$ cat src/rtl/quad_step_decoder.sv
`default_nettype none
// quad_step_decoder -- filtered quadrature A/B to step/direction decoder with loadable position count.
// Rev 1.0
module quad_step_decoder #(
  parameter int WIDTH    = 8,
  parameter int FILT_LEN = 3
) (
  input  logic             clk,
  input  logic             clr,
  input  logic             cha,
  input  logic             chb,
  input  logic             ld,
  input  logic [0:WIDTH-1] d_in,
  input  logic             err_clr,
  output logic             step,
  output logic             mode,
  output logic [0:WIDTH-1] count,
  output logic             err
);

  typedef enum logic [0:0] {
    INIT  = 1'b0,
    TRACK = 1'b1
  } state_t;

  state_t           state, state_nxt;
  logic [1:0]       raw;
  logic [1:0]       ph;
  logic [1:0]       busy;
  logic [1:0]       prev, prev_nxt;
  logic [1:0]       ph_fwd, ph_rev;
  logic [1:0]       warm;
  logic             step_nxt, mode_nxt, err_nxt;
  logic [0:WIDTH-1] count_nxt;

  assign raw = {cha, chb};

  // Bit 1 is channel A, bit 0 is channel B, so ph = {cha_f, chb_f}.
  for (genvar i = 0; i < 2; i++) begin : g_chan
    logic       s1, s2, f;
    logic [3:0] cnt;

    always_ff @(posedge clk or posedge clr) begin
      if (clr) begin
        s1  <= 1'b0;
        s2  <= 1'b0;
        f   <= 1'b0;
        cnt <= 4'd0;
      end else begin
        s1 <= raw[i];
        s2 <= s1;
        if (s2 == f) begin
          cnt <= 4'd0;
        end else if (cnt == 4'(FILT_LEN - 1)) begin
          f   <= s2;
          cnt <= 4'd0;
        end else begin
          cnt <= cnt + 4'd1;
        end
      end
    end

    assign ph[i]   = f;
    assign busy[i] = (cnt != 4'd0) || (s2 != f);
  end

  // The synchronisers hold their reset value for two edges; INIT must not
  // latch a phase until they carry real samples of the inputs.
  always_ff @(posedge clk or posedge clr) begin
    if (clr) warm <= 2'b00;
    else     warm <= {warm[0], 1'b1};
  end

  assign ph_fwd = {prev[0], ~prev[1]};
  assign ph_rev = {~prev[0], prev[1]};

  always_ff @(posedge clk or posedge clr) begin
    if (clr) begin
      state <= INIT;
      prev  <= 2'b00;
      step  <= 1'b0;
      mode  <= 1'b1;
      count <= '0;
      err   <= 1'b0;
    end else begin
      state <= state_nxt;
      prev  <= prev_nxt;
      step  <= step_nxt;
      mode  <= mode_nxt;
      count <= count_nxt;
      err   <= err_nxt;
    end
  end

  always_comb begin
    state_nxt = state;
    prev_nxt  = prev;
    step_nxt  = 1'b0;
    mode_nxt  = mode;
    count_nxt = count;
    err_nxt   = err;
    if (err_clr) err_nxt = 1'b0;
    case (state)
      INIT: begin
        if (warm[1] && (busy == 2'b00)) begin
          prev_nxt  = ph;
          state_nxt = TRACK;
        end
      end
      TRACK: begin
        prev_nxt = ph;
        if (ph == ph_fwd) begin
          step_nxt  = 1'b1;
          mode_nxt  = 1'b1;
          count_nxt = count + WIDTH'(1);
        end else if (ph == ph_rev) begin
          step_nxt  = 1'b1;
          mode_nxt  = 1'b0;
          count_nxt = count - WIDTH'(1);
        end else if (ph != prev) begin
          err_nxt = 1'b1;
        end
      end
      default: state_nxt = INIT;
    endcase
    if (ld) count_nxt = d_in;
  end

endmodule
`default_nettype wire

$ cat config.mk
export PLATFORM = sky130hd
export DESIGN_NAME = quad_step_decoder
export DESIGN_NICKNAME = d
export VERILOG_FILES = /design/src/rtl/quad_step_decoder.sv
export SDC_FILE = /design/constraint.sdc
export NUM_CORES = 1
export LEC_CHECK = 0
export ABC_AREA = 1
export CORE_MARGIN = 3
export CORE_UTILIZATION = 30
export DETAILED_ROUTE_END_ITERATION = 10
export PLACE_DENSITY = 0.47
export SETUP_SLACK_MARGIN = 0.2
export SYNTH_ARGS = -nofsm -noshare
export SYNTH_HDL_FRONTEND = slang
export SYNTH_SLANG_ARGS = --single-unit
$ cat constraint.sdc
create_clock -name clk -period 2.7 [get_ports clk]
set_input_delay 0.54 -clock clk [delete_from_list [all_inputs] [get_ports clk]]
set_output_delay 0.54 -clock clk [all_outputs]
set_load 0.02 [all_outputs]
# [Yosys cells after proc, flatten, opt, wreduce, memory -nomap -nowiden]
# Cells that the tools add are included.
[totals] regBits=30 output_inout_bits=11 wordCells=69 memories=0 romBits=0 latch_bits=0 ramBits=0
[op_classes] multipliers=0 div_mod_pow=0 n_eq_ne=10 n_bitwise=5 n_addsub=4 n_lt_le_gt_ge=0 n_reduce_logical=13 shifts=0 mux=22
[ops] operator="2-to-1 mux 8 bit" count=4
[ops] operator="2-to-1 mux 4 bit" count=4
[ops] operator="2-to-1 mux 1 bit" count=12
[ops] operator="adder 4 x 1 -> 4 bit, second input constant" count=2
[ops] operator="adder 8 x 1 -> 8 bit, second input constant" count=1
[ops] operator="equality test 4 x 2 -> 1 bit, second input constant" count=2
[ops] operator="AND reduction 2 bit" count=4
[ops] operator="nonzero test 4 bit" count=2
[ops] operator="subtractor 8 x 1 -> 8 bit, second input constant" count=1
[ops] operator="inverter 1 bit" count=5
[ops] operator="equality test 2 bit" count=2
[ops] operator="one-hot mux 2 bit (2 select lines)" count=1
[ops] operator="nonzero test 2 bit" count=2
[ops] operator="nonzero test 3 bit" count=1
[ops] operator="equality test 1 bit" count=2
[ops] operator="zero test 2 bit" count=1
[ops] operator="logical OR 1 bit" count=2
[ops] operator="2-to-1 mux 2 bit" count=1
[ops] operator="inequality test 1 bit" count=2
[ops] operator="inequality test 2 bit" count=1
[ops] operator="inequality test 2 bit, second input constant" count=1
[ops] operator="logical AND 1 bit" count=1

# [Longest topological paths before layout]
# Gate-level depths: netlist (run 1).
[logic_depth] ltp_word=6 depth_mapped=14 depth_no_buf=13

# [Worst setup path before layout (run 1)]
# No wires, ideal clock.
[synth_path] path_kind="register to register" startpoint="register g_chan[0].f" endpoint="register count[0] (netlist bit)" arrival_ns=1.771 t_required_ns=2.579 slack_ns=0.808 synth_period_minus_slack_ns=1.892 n_path_buf=1 setup_time_ns=0.121 path_stages_with_launch=14 cell_sequence="dfrtp_1 > buf_6 > inv_4 > nand2_1 > nand2_2 > nand2_4 > ha_1 > or2_2 > nand2_1 > nor2_1 > nor2_1 > nand2_1 > nand3_2 > nand2_1"
[synth_via] elab_chain_len=4 elab_cells_between_ends=7 classes_between="2 x eq/ne; 3 x mux; 2 x reduce/logical"
[synth_rtl] item="from (decl)" line="40" source="logic s1, s2, f;"
[synth_rtl] item="from (signal assigned)" line="47" source="f <= 1'b0;"
[synth_rtl] item="from (signal assigned)" line="55" source="f <= s2;"
[synth_rtl] item="equality test 2 bit" line="112" source="if (ph == ph_fwd) begin"
[synth_rtl] item="2-to-1 mux 8 bit" line="112"
[synth_rtl] item="2-to-1 mux 8 bit" line="103" source="case (state)"
[synth_rtl] item="2-to-1 mux 8 bit" line="126" source="if (ld) count_nxt = d_in;"
[synth_rtl] item="to (signal assigned)" line="90" source="count <= count_nxt;"
[synth_rtl] item="to (decl)" line="17" source="output logic [0:WIDTH-1] count,"
# Several ways; a longest one is shown, not always the timed one. The select of a mux whose other input is x is not followed.
# A chain may end at the register's enable or synchronous reset.

# [Worst setup path in the final report (run 1)]
[layout_path] startpoint="register g_chan[1].f" endpoint="register count[0] (netlist bit)"
[layout_via] elab_chain_len=4 elab_cells_between_ends=7 classes_between="2 x eq/ne; 3 x mux; 2 x reduce/logical"
[layout_rtl] item="from (decl)" line="40"
[layout_rtl] item="from (signal assigned)" line="47"
[layout_rtl] item="from (signal assigned)" line="55"
[layout_rtl] item="equality test 2 bit" line="112"
[layout_rtl] item="2-to-1 mux 8 bit" line="112"
[layout_rtl] item="2-to-1 mux 8 bit" line="103"
[layout_rtl] item="2-to-1 mux 8 bit" line="126"
# Several ways; a longest one is shown, not always the timed one. The select of a mux whose other input is x is not followed.

==> summary by stage, run 1 <==
Die
After floorplanning, the core was sized to cover 5570 um2. The starting density of the core is between 30% and 40%. The overall die area is 6770 um2.

Row generation in the floorplan step produced 27 rows. The die boundary width is 82.3 um. The vertical die dimension is 82.3 um. The I/O pin count is 25.

Drt
After detailed routing, the number of vias per cell comes to 4.28. The number of remaining DRC errors is 0. For this run, the detailed router's first-pass iteration total came to 4. The via count is 1369. The final routed wire length divided by cell count is 10.4 um.

The detailed router finished its first iteration with 47 violations. Once detail routing completed, the nets flagged for antenna violations numbered 0. The aggregate routed wire length is 3340 um.

CTS
The post-cts sizing count is 0. The cell at the root of the clock tree is sky130_fd_sc_hd__clkbuf_8. The worst-skew pair later-pin latency is 0.28 ns. The clock sink total is 30. The post-CTS setup repair buffer count is 0. The number of buffers on the longest clock path is 2. After clock tree synthesis, the flow added hold-fix buffers numbering 0. Clock-pin slew was measured on the worst setup and hold paths at 0.07 ns. The total number of H-tree levels is 2. The CTS tree is yes. The number of clock buffers added by TritonCTS is 5.

Pwr
The leakage component of the power is 1.14 nW. The internal power is about 1.7 mW. The worst ir drop on vdd is 0.000550 V. The part of the total power dissipated in the clock network is 17.9%.

The net load switching power is 1.39 mW. The portion of total power attributed to combinational logic is 56.9%. The power per cell area is 1420 nW/um2.

The power after layout is 3.13 mW. The sequential power share is around 25%. The switching share of total power is 44.5%.

Logic synthesis
The mapped netlist covers 1750 um2. Of the total synthesized cell area, the portion taken by XOR and XNOR cells is 4.87%. After synthesis, the largest family of logic cells by area is simple AND/OR/NAND/NOR gates. Counting every net in the synthesized netlist gives 239. Yosys mapped the design onto 30 distinct sky130hd cell types. Yosys printed 0 warnings.

In the post-synthesis netlist, the biggest area contributors are sky130_fd_sc_hd__dfrtp_1 42%, sky130_fd_sc_hd__nand2_1 17%, sky130_fd_sc_hd__ha_1 5.0%. The largest total area in the synthesized netlist belongs to sky130_fd_sc_hd__dfrtp_1. The top cell type by area accounts for 41.5% of the synthesized area. Each instance of the synthesized netlist takes up on average between 8 and 9 um2. After synthesis, the share of cell area in mux cells is 0%. Summing the areas of all compound-gate instances in the mapped netlist gives 4.15% of the synthesized area. The share of the Yosys chip area taken by registers is 43.1%. Summing the areas of all and, or, nand and nor instances in the mapped netlist gives 34.4% of the synthesized area. Summing the areas of all fa, ha and maj instances in the mapped netlist gives 6.16% of the synthesized area. The number of instances in the synthesized netlist is 217.

Synthesis inferred 30 register bits.

Critical path
The type of destination of the critical path is a flip-flop. Broken down by cell family, the worst path's largest delay share belongs to simple AND/OR/NAND/NOR gates. Along the worst path, the maximum fanout reaches 13. The kind of critical path is flip-flop to flip-flop. The worst flop-to-flop path endpoint is count[0]. The critical path's slowest cell is sky130_fd_sc_hd__dfrtp_1. The number of buffers and inverters on the critical path is 0. In this run the register-to-register setup slack is 0.59 ns. The critical path arrival is 2.26 ns. The most critical setup path has its startpoint at g_chan[1].f. The launching point of the worst reg2reg path is g_chan[1].f. The kind of start point of the critical path is a flip-flop. The path depth of the worst reg2reg path is 11. The critical path goes through nand2_1 -> nand2_2 -> nand2_4 -> ha_1 -> or2_2 -> nand2_1 -> nor2_1 -> nor2_1 -> nand2_1 -> nand3_2 -> nand2_1. The most used cell along the critical path is sky130_fd_sc_hd__nand2_1. The worst stage delay on the critical path is 0.52 ns.

The worst path required time is 2.86 ns.

STA
The max-slew violation count is 0. Across the routed clock network, the largest skew measured is 0.00633 ns. The number of failing hold endpoints at the final stage is 0. Adding up every negative setup slack in the final design gives 0 ns.

Setup violations remaining at the end of the flow were counted as 0. Setup repair after global routing left no endpoint under its margin. The post-route clock period utilization is 78.1%. The maximum clock frequency is around 470 MHz. The smallest clock period supported by the final layout is computed as 2.11 ns.

Placement
The total of buffers placed on input and output ports is 24. The post-DP HPWL is about 2500 um. The weighted congestion at the end of routability-driven global placement is 0.791.

Global routing
The global-route wire length before repair is 6030 um. Across every metal layer, demand over resource in global routing totals 11.8%. The initial antenna violation count is 0.

The via count of the first global-routing pass came to about 1300. The remaining global-route overflow is 0. Entering global routing, the biggest net connects 31 pins.

Status
The run finished with clean final reports.

Worst hold path
The min-delay analysis places its worst path in the category flip-flop to flip-flop. The origin of the worst min-delay path is warm[0]. The cell depth of the worst hold path is 0. For hold timing, the worst endpoint is warm[1].

Layout
In the final design database the tool counted 269 nets. The number of antenna diodes in the final layout is 0. Counting the fill cells in the layout gives around 570. From synthesis to final layout, the design area changed by 26.2%. The proportion of layout cells with a drive suffix above 1 is 12.5%.

Run
Max-cap violations in this run came to 0.
==> cell usage after synthesis, drive strengths merged <==
library cell	count
ha	7
or2	4
nand3	19
buf	3
inv	24
nand2	86
nand4	1
a21oi	5
conb	1
o22ai	1
a2111oi	1
nor3b	1
nor2	18
dfstp	1
o21ai	5
xnor2	2
xor2	6
a21o	1
fa	1
dfrtp	29
nand3b	1
==> how the worst max path moves through the flow <==
stage	depth (start not counted)	slack [ns]	end
finish	11	0.59	count[0]
global route	11	0.42	count[0]
CTS	11	0.59	count[0]
detailed placement	11	0.62	count[0]
global placement	12	0.62	count[0]
floorplan	13	0.81	count[0]
==> metal layers <==
| metal | global-route usage (%) | wire (um) | vias to the layer above |
|---|---|---|---|
| met2 | 16.2 | 1420 | 29 |
| met4 | 5.65 | 23 | 0 |
| met1 | 16.8 | 1780 | 603 |
| met3 | 3.36 | 122 | 2 |
| li1 | - | - | 735 |
| met5 | 0 | 0 | - |
==> logic make-up (layout without fill, tap and decap cells) <==
kind of cell | Yosys count | in the layout
AOI/OAI and AO/OA | 13 | 13
other | 1 | 1
and+or+nand+nor | 130 | 130
xor gates and xnor gates | 8 | 8
buffers and inverters | 27 | 58
adders and majority gates | 8 | 8
DFF | 30 | 30
==> state kept, by name, indices dropped and copies added (netlist names) <==
register	count
count	8
g_chan.cnt	8
g_chan.f	2
g_chan.s1	2
g_chan.s2	2
prev	2
warm	2
err	1
mode	1
state	1
step	1
==> area by class of cell <==
cell class / instances / area, um2 / area share, %
inverters: 24 / 95.1 / 4.31
clock buffers: 6 / 82.6 / 3.75
flip-flops and latches: 30 / 752 / 34.1
multi-input cells: 160 / 870 / 39.4
well taps: 72 / 90.1 / 4.09
repair buffers: 26 / 255 / 11.6
clock inverters: 2 / 60.1 / 2.72
==> metrics by stage <==
stage / std cells / hold WS, ns / instance area [um2] / util, % / setup WS [ns]
floorplan: 217 / 0.331 / 1750 / - / 0.808
detailed placement: 312 / 0.336 / 2060 / 37.0 / 0.620
finish: 320 / 0.347 / 2200 / 39.6 / 0.592
CTS: 320 / 0.351 / 2200 / 39.6 / 0.591
global placement: 312 / 0.332 / 2060 / 37.0 / 0.624
global route: 320 / 0.359 / 2200 / 39.6 / 0.418
==> power by group through the flow <==
stage                     combinational, mW  sequential (mW)  clock (mW)
final                                  1.78            0.785       0.561
after global routing                   2.08            0.814       0.599
after CTS                              1.79            0.787       0.579
after detailed placement               1.78            0.794           0
after global placement                 1.79            0.795           0
after floorplan                        1.33            0.824           0
==> cells in the final DEF, fill, tap and decap left out, types with 2 or more instances in the layout <==
cell                              netlist  routed
sky130_fd_sc_hd__dfrtp_1               29      29
sky130_fd_sc_hd__clkdlybuf4s50_1        0      24
sky130_fd_sc_hd__or2_2                  4       4
sky130_fd_sc_hd__buf_4                  1       2
sky130_fd_sc_hd__inv_1                 21      21
sky130_fd_sc_hd__nand2_1               79      79
sky130_fd_sc_hd__inv_4                  2       2
sky130_fd_sc_hd__bufinv_16              0       2
sky130_fd_sc_hd__clkbuf_8               0       6
sky130_fd_sc_hd__nand2_4                4       4
sky130_fd_sc_hd__ha_1                   7       7
sky130_fd_sc_hd__xor2_1                 5       5
sky130_fd_sc_hd__o21ai_0                5       5
sky130_fd_sc_hd__a21oi_1                5       5
sky130_fd_sc_hd__nand3_1               16      16
sky130_fd_sc_hd__nand3_2                3       3
sky130_fd_sc_hd__nor2_1                17      17
sky130_fd_sc_hd__nand2_2                3       3
==> worst reg2reg max path: stages, from the launching register on <==
cell and delay, ns:
sky130_fd_sc_hd__dfrtp_1 0.52, sky130_fd_sc_hd__nand2_1 0.11, sky130_fd_sc_hd__nand2_2 0.12, sky130_fd_sc_hd__nand2_4 0.14, sky130_fd_sc_hd__ha_1 0.34, sky130_fd_sc_hd__or2_2 0.31, sky130_fd_sc_hd__nand2_1 0.12, sky130_fd_sc_hd__nor2_1 0.05
sky130_fd_sc_hd__nor2_1 0.09, sky130_fd_sc_hd__nand2_1 0.07, sky130_fd_sc_hd__nand3_2 0.07, sky130_fd_sc_hd__nand2_1 0.06
Note: power is estimated with default switching activity, not from simulation.
==> inputs of run 2 (changes only) <==
- PLACE_DENSITY: 0.47 -> 0.49
- clock period: 2.7 -> 1.8 ns (I/O delays scaled with it)
==> run 2 against run 1 <==
Wire length increased by 20%. Clock skew decreased by 0.0027 ns. Final cell count increased by 7.2%. Utilization increased by 6.5 points. Clock-buffer cell count unchanged. Sequential share of layout area decreased by 4.7 points. Fmax increased by 19%. Flip-flop and latch count unchanged. Largest cell class unchanged. Largest power group unchanged. Critical path type unchanged. Die area unchanged. Combinational power increased by 110%.
==> summary by stage, run 2 (synthesized netlist as in run 1, its figures left out) <==
Placement
The worst-case setup slack after placement is -0.00851 ns (-0.628 ns). The total of buffers placed on input and output ports is 24 (unchanged). The weighted congestion at the end of routability-driven global placement is 0.761 (-3.8%). The total instance count after detailed placement came to 324 (+3.8%). The post-DP HPWL is 2710 um (+7.9%). The instance area at placement is 2240 um2 (+8.4%).

Drt
The via density per instance is 4.34 (+1.5%). The wire length on met2 is 1850 um (+30%). The met3 layer wire length in the routed design is 148 um (+21%). The uppermost metal layer occupied by signal nets is met4. The first-iteration detailed-routing DRC count came to 48 (+2.1%). The via count is 1489 (+8.8%).

The met1 routed wirelength after detailed routing is 1970 um (+11%). The number of detailed-route iterations in the first pass is 4 (unchanged). The number of remaining DRC errors was 0 (unchanged). The final routed wire length divided by cell count is 11.7 um (+12%). The aggregate routed wire length is 4010 um (+20%). The post-route antenna net violation count is 0 (unchanged).

Critical path
The type of destination of the critical path is a flip-flop. The worst setup path is launched from a flip-flop. The worst stage delay on the critical path is 0.42 ns (-0.10 ns). Traced cell by cell, the critical path runs through inv_2 -> nand2_4 -> nand2_8 -> nand2_8 -> ha_4 -> or2_4 -> nand2_4 -> nor2_2 -> nor2_1 -> nand2_1 -> nand3_2 -> nand2_1. The worst path required time is 1.97 ns (-0.89 ns). The path depth of the worst reg2reg path is 12 (+1). The critical path launch point is prev[1]. In this run the critical register-to-register path is captured at count[0]. The kind of cell adding the most delay to the critical path is simple AND/OR/NAND/NOR gates. The largest individual stage delay along the critical path comes from the cell sky130_fd_sc_hd__dfrtp_1. The worst-case register-to-register setup slack is 0.03 ns (-0.56 ns). The biggest fanout along the worst timing path came to 5 (-8). The kind of critical path is flip-flop to flip-flop. The launching point of the worst reg2reg path is prev[1]. The critical path arrival is 1.94 ns (-0.32 ns). The sum of buffers and inverters on the critical path is 1 (+1).

Layout
The library cell used most frequently in the layout, excluding fill and tap cells, is sky130_fd_sc_hd__nand2_1. The final standard cell count with taps included and fillers excluded came to 343 (+7.2%). The net count reported at finish is 292 (+8.6%).

The proportion of layout cells with a drive suffix above 1 is 28.4% (+16 points). The final instance area is 2570 um2 (+17%). In the layout the commonest cells are 69 x sky130_fd_sc_hd__nand2_1, 27 x sky130_fd_sc_hd__dfrtp_1, 22 x sky130_fd_sc_hd__buf_4. The largest registers in the layout are count x8, g_chan.cnt x8. The total inserted antenna cells came to 0 (unchanged).

From synthesis to final layout, the design area changed by 47.1%.

Die
The overall die area is 6770 um2 (unchanged). The area of the core region came to 5570 um2 (unchanged). The I/O pin count is 25 (unchanged).

The starting density of the core came to 31.3% (unchanged). The vertical die dimension is 82.3 um (unchanged). The die boundary width is 82.3 um (unchanged).

The number of cell rows is 27 (unchanged).

STA
The total negative slack for setup checks is 0 ns (unchanged). The worst-case setup margin in the final layout is 0.0285 ns (-0.563 ns). The worst clock skew on the final layout is 0.00368 ns (-0.00265 ns). The minimum clock period after layout came to 1.77 ns (-0.337 ns). The number of failing hold endpoints at the final stage is 0 (unchanged). The maximum clock frequency came to 565 MHz (+19%).

The worst-case hold slack is 0.348 ns (+0.000856 ns). The post-route clock period utilization is 98.4% (+20 points). Setup repair after global routing could not meet its margin everywhere. The max-slew violation count came to 0 (unchanged).

The number of endpoints failing setup at the final stage was 0 (unchanged).

Global routing
The remaining global-route overflow is 0 (unchanged). The global-route wire length before repair is 6370 um (+5.6%). The maximum number of pins on one net before global-route repair was 31 (unchanged). The total track usage came to 12.5% (+0.69 points). The initial antenna violation count is 0 (unchanged).

The via count of the first global-routing pass is 1412 (+6.8%).

Status
The flow ran to the end, and the final reports show no timing, DRC or antenna violations.

CTS
The worst-skew pair later-pin latency came to 0.28 ns (about the same). The clock sink total is 30 (unchanged). The total number of H-tree levels is 2 (unchanged). The CTS tree is yes. The number of buffers created by CTS is 5 (unchanged). The clock transition time at the flip-flop clock pins of the worst setup and hold paths is 0.07 ns (about the same). The number of buffers on the longest clock path is 2 (unchanged).

The cell at the root of the clock tree is sky130_fd_sc_hd__clkbuf_8.

Worst hold path
The sink of the worst hold path is g_chan[1].s2. The cell depth of the worst hold path was 0 (unchanged). The class of the tightest hold or removal check is flip-flop to flip-flop. The origin of the worst min-delay path is g_chan[1].s1.

Pwr
The leakage component of the power is 1.31 nW (+15%). The worst ir drop on vdd is 0.00106 V (+94%). The power per cell area was 2280 nW/um2 (+61%).

Run
The number of max-capacitance violations reported was 0 (unchanged).
## run 2: layout make-up
cell class,count,area (um2)
fillers,558,3010
multi-input cells,162,1080
flip-flops and latches,30,754
repair buffers,47,410
inverters,24,95.1
well taps,72,90.1
clock buffers,6,82.6
clock inverters,2,60.1
## run 2: worst reg2reg max path, stage by stage (launching register included)
cell and delay, ns:
sky130_fd_sc_hd__dfrtp_1 0.42, sky130_fd_sc_hd__inv_2 0.09, sky130_fd_sc_hd__nand2_4 0.07, sky130_fd_sc_hd__nand2_8 0.10
sky130_fd_sc_hd__nand2_8 0.09, sky130_fd_sc_hd__ha_4 0.26, sky130_fd_sc_hd__or2_4 0.26, sky130_fd_sc_hd__nand2_4 0.08
sky130_fd_sc_hd__nor2_2 0.03, sky130_fd_sc_hd__nor2_1 0.09, sky130_fd_sc_hd__nand2_1 0.07, sky130_fd_sc_hd__nand3_2 0.06
sky130_fd_sc_hd__nand2_1 0.04
## run 2: repair_timing
item | in CTS | in global routing
cloned | 1 | 1
hold buffers | 0 | 0
endpoints found under the hold margin | 0 | 0
setup endpoints to repair | 16 | 11
resized for setup | 16 | 18
pin swaps | 14 | 19
setup buffers | 7 | 2
## run 2: metrics by stage
step	total power [mW]	utilization, %
2_1_floorplan	3.52	-
3_3_place_gp	4.48	40.1
3_5_place_dp	4.47	40.1
4_1_cts	5.54	44.0
5_1_grt	6.43	46.1
6_report	5.87	46.1
## run 2: worst max path at each step
stage	end	slack [ns]	depth (start not counted)
global placement	count[0]	-0.002	11
finish	count[0]	0.03	12
floorplan	count[3]	0.05	13
detailed placement	count[1]	-0.009	13
CTS	count[0]	0.04	12
global route	count[0]	-0.09	12
## run 2: where the power goes
group	switching, mW	total (mW)	leakage, nW	internal, mW
sequential	0.269	1.18	0.363	0.914
clock	0.276	0.867	0.0714	0.591
combinational	2.07	3.82	0.880	1.75
## run 2: routing by layer
metal / track usage [%] / vias to the layer above
met1: 17.3 / 678
met3: 3.58 / 6
met4: 3.49 / 0
li1: - / 779
met2: 19.0 / 26
met5: 0 / -
==> inputs of run 3 (changes only) <==
- ABC_AREA: 1 -> 0
- PLACE_DENSITY: 0.49 -> 0.5
==> run 3 against run 2 <==
The run now ends with negative setup slack left. Synthesized area decreased by 10%. Final cell count decreased by 17%. Clock skew increased by 0.0023 ns. Via count decreased by 12%. Die area decreased by 9.4%. Flip-flop and latch count unchanged. Setup slack got worse by 0.47 ns. Global-route usage increased by 1.1 points. Utilization increased by 5.5 points. Register-to-register slack got worse by 0.47 ns. Non-clock buffer count increased by 16. Wire length decreased by 4.9%. Largest cell class unchanged.
==> summary by stage, run 3 <==
Layout
The largest registers in the layout are count x8, g_chan.cnt x8. The total inserted antenna cells is 0 (unchanged). The most common library cell in the layout ignoring fill and taps is sky130_fd_sc_hd__buf_4. The filler cell count in the final layout is 440 (-21%). The area added between synthesis and finish is 60.4%. In the layout the commonest cells are 35 x sky130_fd_sc_hd__buf_4, 28 x sky130_fd_sc_hd__dfrtp_1, 13 x sky130_fd_sc_hd__clkdlybuf4s50_1. The net count reported at finish is 238 (-18%). The proportion of layout cells with a drive suffix above 1 is 39.2% (+11 points).

Die
The die boundary width is 78.3 um (-4.8%). The area of the core region is 4880 um2 (-12%). The starting density of the core is 32.2% (+0.84 points).

The I/O pin count was 25 (unchanged). The number of cell rows is 25 (-7.4%). The vertical die dimension is 78.3 um (-4.8%).

The overall die area was 6140 um2 (-9.4%).

Critical path
The critical path arrival came to 2.41 ns (+0.47 ns). The type of destination of the critical path is a flip-flop. STA classifies the critical path startpoint as a flip-flop. The path depth of the worst reg2reg path is 9 (-3). The kind of critical path is flip-flop to flip-flop. The worst path required time is 1.97 ns (about the same).

The biggest fanout along the worst timing path is 5 (unchanged).

CTS
TritonCTS built the clock tree. Clock tree synthesis selected as its root buffer the cell sky130_fd_sc_hd__clkbuf_8. The clock sink total was 30 (unchanged). The number of buffers on the longest clock path is 2 (unchanged).

The clock transition time at the flip-flop clock pins of the worst setup and hold paths is 0.07 ns (about the same). The total number of H-tree levels is 2 (unchanged). The worst-skew pair later-pin latency came to 0.28 ns (about the same). The number of buffers created by CTS was 5 (unchanged).

Placement
The total of buffers placed on input and output ports is 24 (unchanged). The weighted congestion at the end of routability-driven global placement was 0.789 (+3.6%). The post-DP HPWL was 2550 um (-5.8%).

Drt
The first-iteration detailed-routing DRC count came to 54 (+13%). The via count was 1303 (-12%). The via density per instance is 4.59 (+5.7%).

The post-route antenna net violation count is 0 (unchanged). The number of detailed-route iterations in the first pass is 4 (unchanged). The aggregate routed wire length came to 3810 um (-4.9%). The number of remaining DRC errors is 0 (unchanged). The final routed wire length divided by cell count was 13.4 um (+15%).

Logic synthesis
Sorting the synthesized cells by area gives the leading types as sky130_fd_sc_hd__dfrtp_1 46%, sky130_fd_sc_hd__ha_1 5.6%, sky130_fd_sc_hd__mux2_2 4.3%. The share of synthesized flip-flops with an asynchronous set or reset is 100% (unchanged). The commonest cells after synthesis are 29 x sky130_fd_sc_hd__dfrtp_1, 14 x sky130_fd_sc_hd__nor2_1, 12 x sky130_fd_sc_hd__nand2_1. After synthesis, the largest family of logic cells by area is simple AND/OR/NAND/NOR gates.

The adder and majority cell fraction of the synthesized area is 6.85% (+0.69 points). The complex-gate fraction of the synthesized area is 11.4% (+7.2 points). The post-synthesis instance area was 1570 um2 (-10%). The sequential area share after synthesis is 47.9% (+4.8 points). The cell accounting for the most synthesized area is sky130_fd_sc_hd__dfrtp_1.

The xor/xnor share of the synthesized area is 9.88% (+5.0 points). The synthesized area divided by synthesized cell count was 10.6 um2 (+32%). The unique cell type count in the Yosys netlist is 36 (+20%). The number of synthesized register bits is 30 (unchanged). The number of nets produced by synthesis is 170 (-29%). The fraction of the mapped netlist area in simple logic gates is 13.7% (-21 points). The fraction of synthesized cell area taken by the top area cell type was 46.2% (+4.7 points). The yosys synthesis warning count came to 0 (unchanged).

Among all flip-flop cells after synthesis, the most frequent one is sky130_fd_sc_hd__dfrtp_1. The share of synthesized area spent on multiplexers came to 7.81% (+7.8 points). The most common cell in the synthesized netlist is sky130_fd_sc_hd__dfrtp_1. The number of instances in the synthesized netlist is 148 (-32%). The number of enable-type register cells in the synthesized netlist is 0 (unchanged).

Worst hold path
The cell depth of the worst hold path is 0 (unchanged). The path class of the tightest hold or removal check is flip-flop to flip-flop.

Status
The checks that failed: negative setup slack. The run finished, with violations left.

Global routing
The global-route wire length before repair is 6520 um (+2.4%). The maximum number of pins on one net before global-route repair was 31 (unchanged). The total track usage is 13.6% (+1.1 points). The remaining global-route overflow is 0 (unchanged).

The via count of the first global-routing pass is 1417 (+0.35%). The initial antenna violation count is 0 (unchanged).

STA
The worst-case hold slack was 0.350 ns (+0.00212 ns). The number of failing hold endpoints at the final stage is 0 (unchanged). The minimum clock period after layout was 2.24 ns (+0.470 ns). The number of endpoints failing setup at the final stage is 6 (+6). The maximum clock frequency is 446 MHz (-21%).

The max-slew violation count is 0 (unchanged). The worst-case setup margin in the final layout is -0.442 ns (-0.470 ns). The worst clock skew on the final layout is 0.00593 ns (+0.00226 ns).

The post-route clock period utilization is 125% (+26 points). Setup repair after global routing could not meet its margin everywhere.

Run
The number of max-capacitance violations reported is 0 (unchanged).
[run 3: worst paths after layout]
kind	slack [ns]	to	from
setup / recovery	-0.44	count[3]	g_chan[0].f
hold / removal	0.35	g_chan[0].s2	g_chan[0].s1
setup reg to reg	-0.44	count[3]	g_chan[0].f
hold reg to reg	0.35	g_chan[0].s2	g_chan[0].s1
max in group asynchronous	1.03	mode	clr
min in group asynchronous	0.45	step	clr
[run 3: kinds of logic after synthesis]
group           Yosys count
other cells               1
compound gates           29
flops                    30
simple gates             45
fa+ha+maj                 8
buf+inv                   8
xor+xnor                 16
mux                      11
[run 3: cell type report]
cell class | instances | area, um2 | share of cell area (%)
Clock inverter | 2 | 12.5 | 0.497
Sequential cell | 30 | 753 | 29.9
Multi-Input combinational cell | 110 | 991 | 39.3
Clock buffer | 6 | 82.6 | 3.28
Timing Repair Buffer | 63 | 568 | 22.6
Tap cell | 67 | 83.8 | 3.33
Inverter | 6 | 27.5 | 1.09
[run 3: worst max-delay path: stages (launching register included)]
cell and delay [ns]:
sky130_fd_sc_hd__dfrtp_1 0.41, sky130_fd_sc_hd__xor2_2 0.20, sky130_fd_sc_hd__nand2_2 0.10, sky130_fd_sc_hd__buf_12 0.15, sky130_fd_sc_hd__fa_2 0.35, sky130_fd_sc_hd__a21oi_2 0.17
sky130_fd_sc_hd__o21bai_1 0.10, sky130_fd_sc_hd__xor2_1 0.15, sky130_fd_sc_hd__mux2_4 0.25, sky130_fd_sc_hd__mux2_2 0.25
[run 3: what timing repair did]
| action | 4_1_cts | 5_1_grt |
|---|---|---|
| setup buffers | 11 | 5 |
| hold buffers | 0 | 0 |
| gates cloned | 0 | 1 |
| resized for setup | 27 | 14 |
| endpoints found under the setup margin | 19 | 12 |
| endpoints found under the hold margin | 0 | 0 |
| pin swaps | 7 | 8 |
[run 3: layer usage]
metal | GRT usage, % | vias to the layer above | wire [um]
li1 | - | 652 | -
met1 | 16.7 | 614 | 1780
met2 | 22.7 | 29 | 1790
met3 | 4.36 | 8 | 196
met4 | 4.20 | 0 | 46
met5 | 0 | - | 0
[run 3: per-stage QoR]
stage	utilization, %	TNS, ns	worst slack (ns)	instances	area, um2
6_report	51.6	-1.83	-0.442	284	2520
2_1_floorplan	-	-1.55	-0.455	148	1660
4_1_cts	48.9	-1.75	-0.440	278	2390
3_5_place_dp	44.1	-1.86	-0.434	259	2150
5_1_grt	51.6	-2.71	-0.583	284	2520
3_3_place_gp	44.1	-1.57	-0.385	259	2150
Power of run 3 is not shown: default switching activity piles up to over one toggle a cycle in this logic, so the estimate is an artifact.
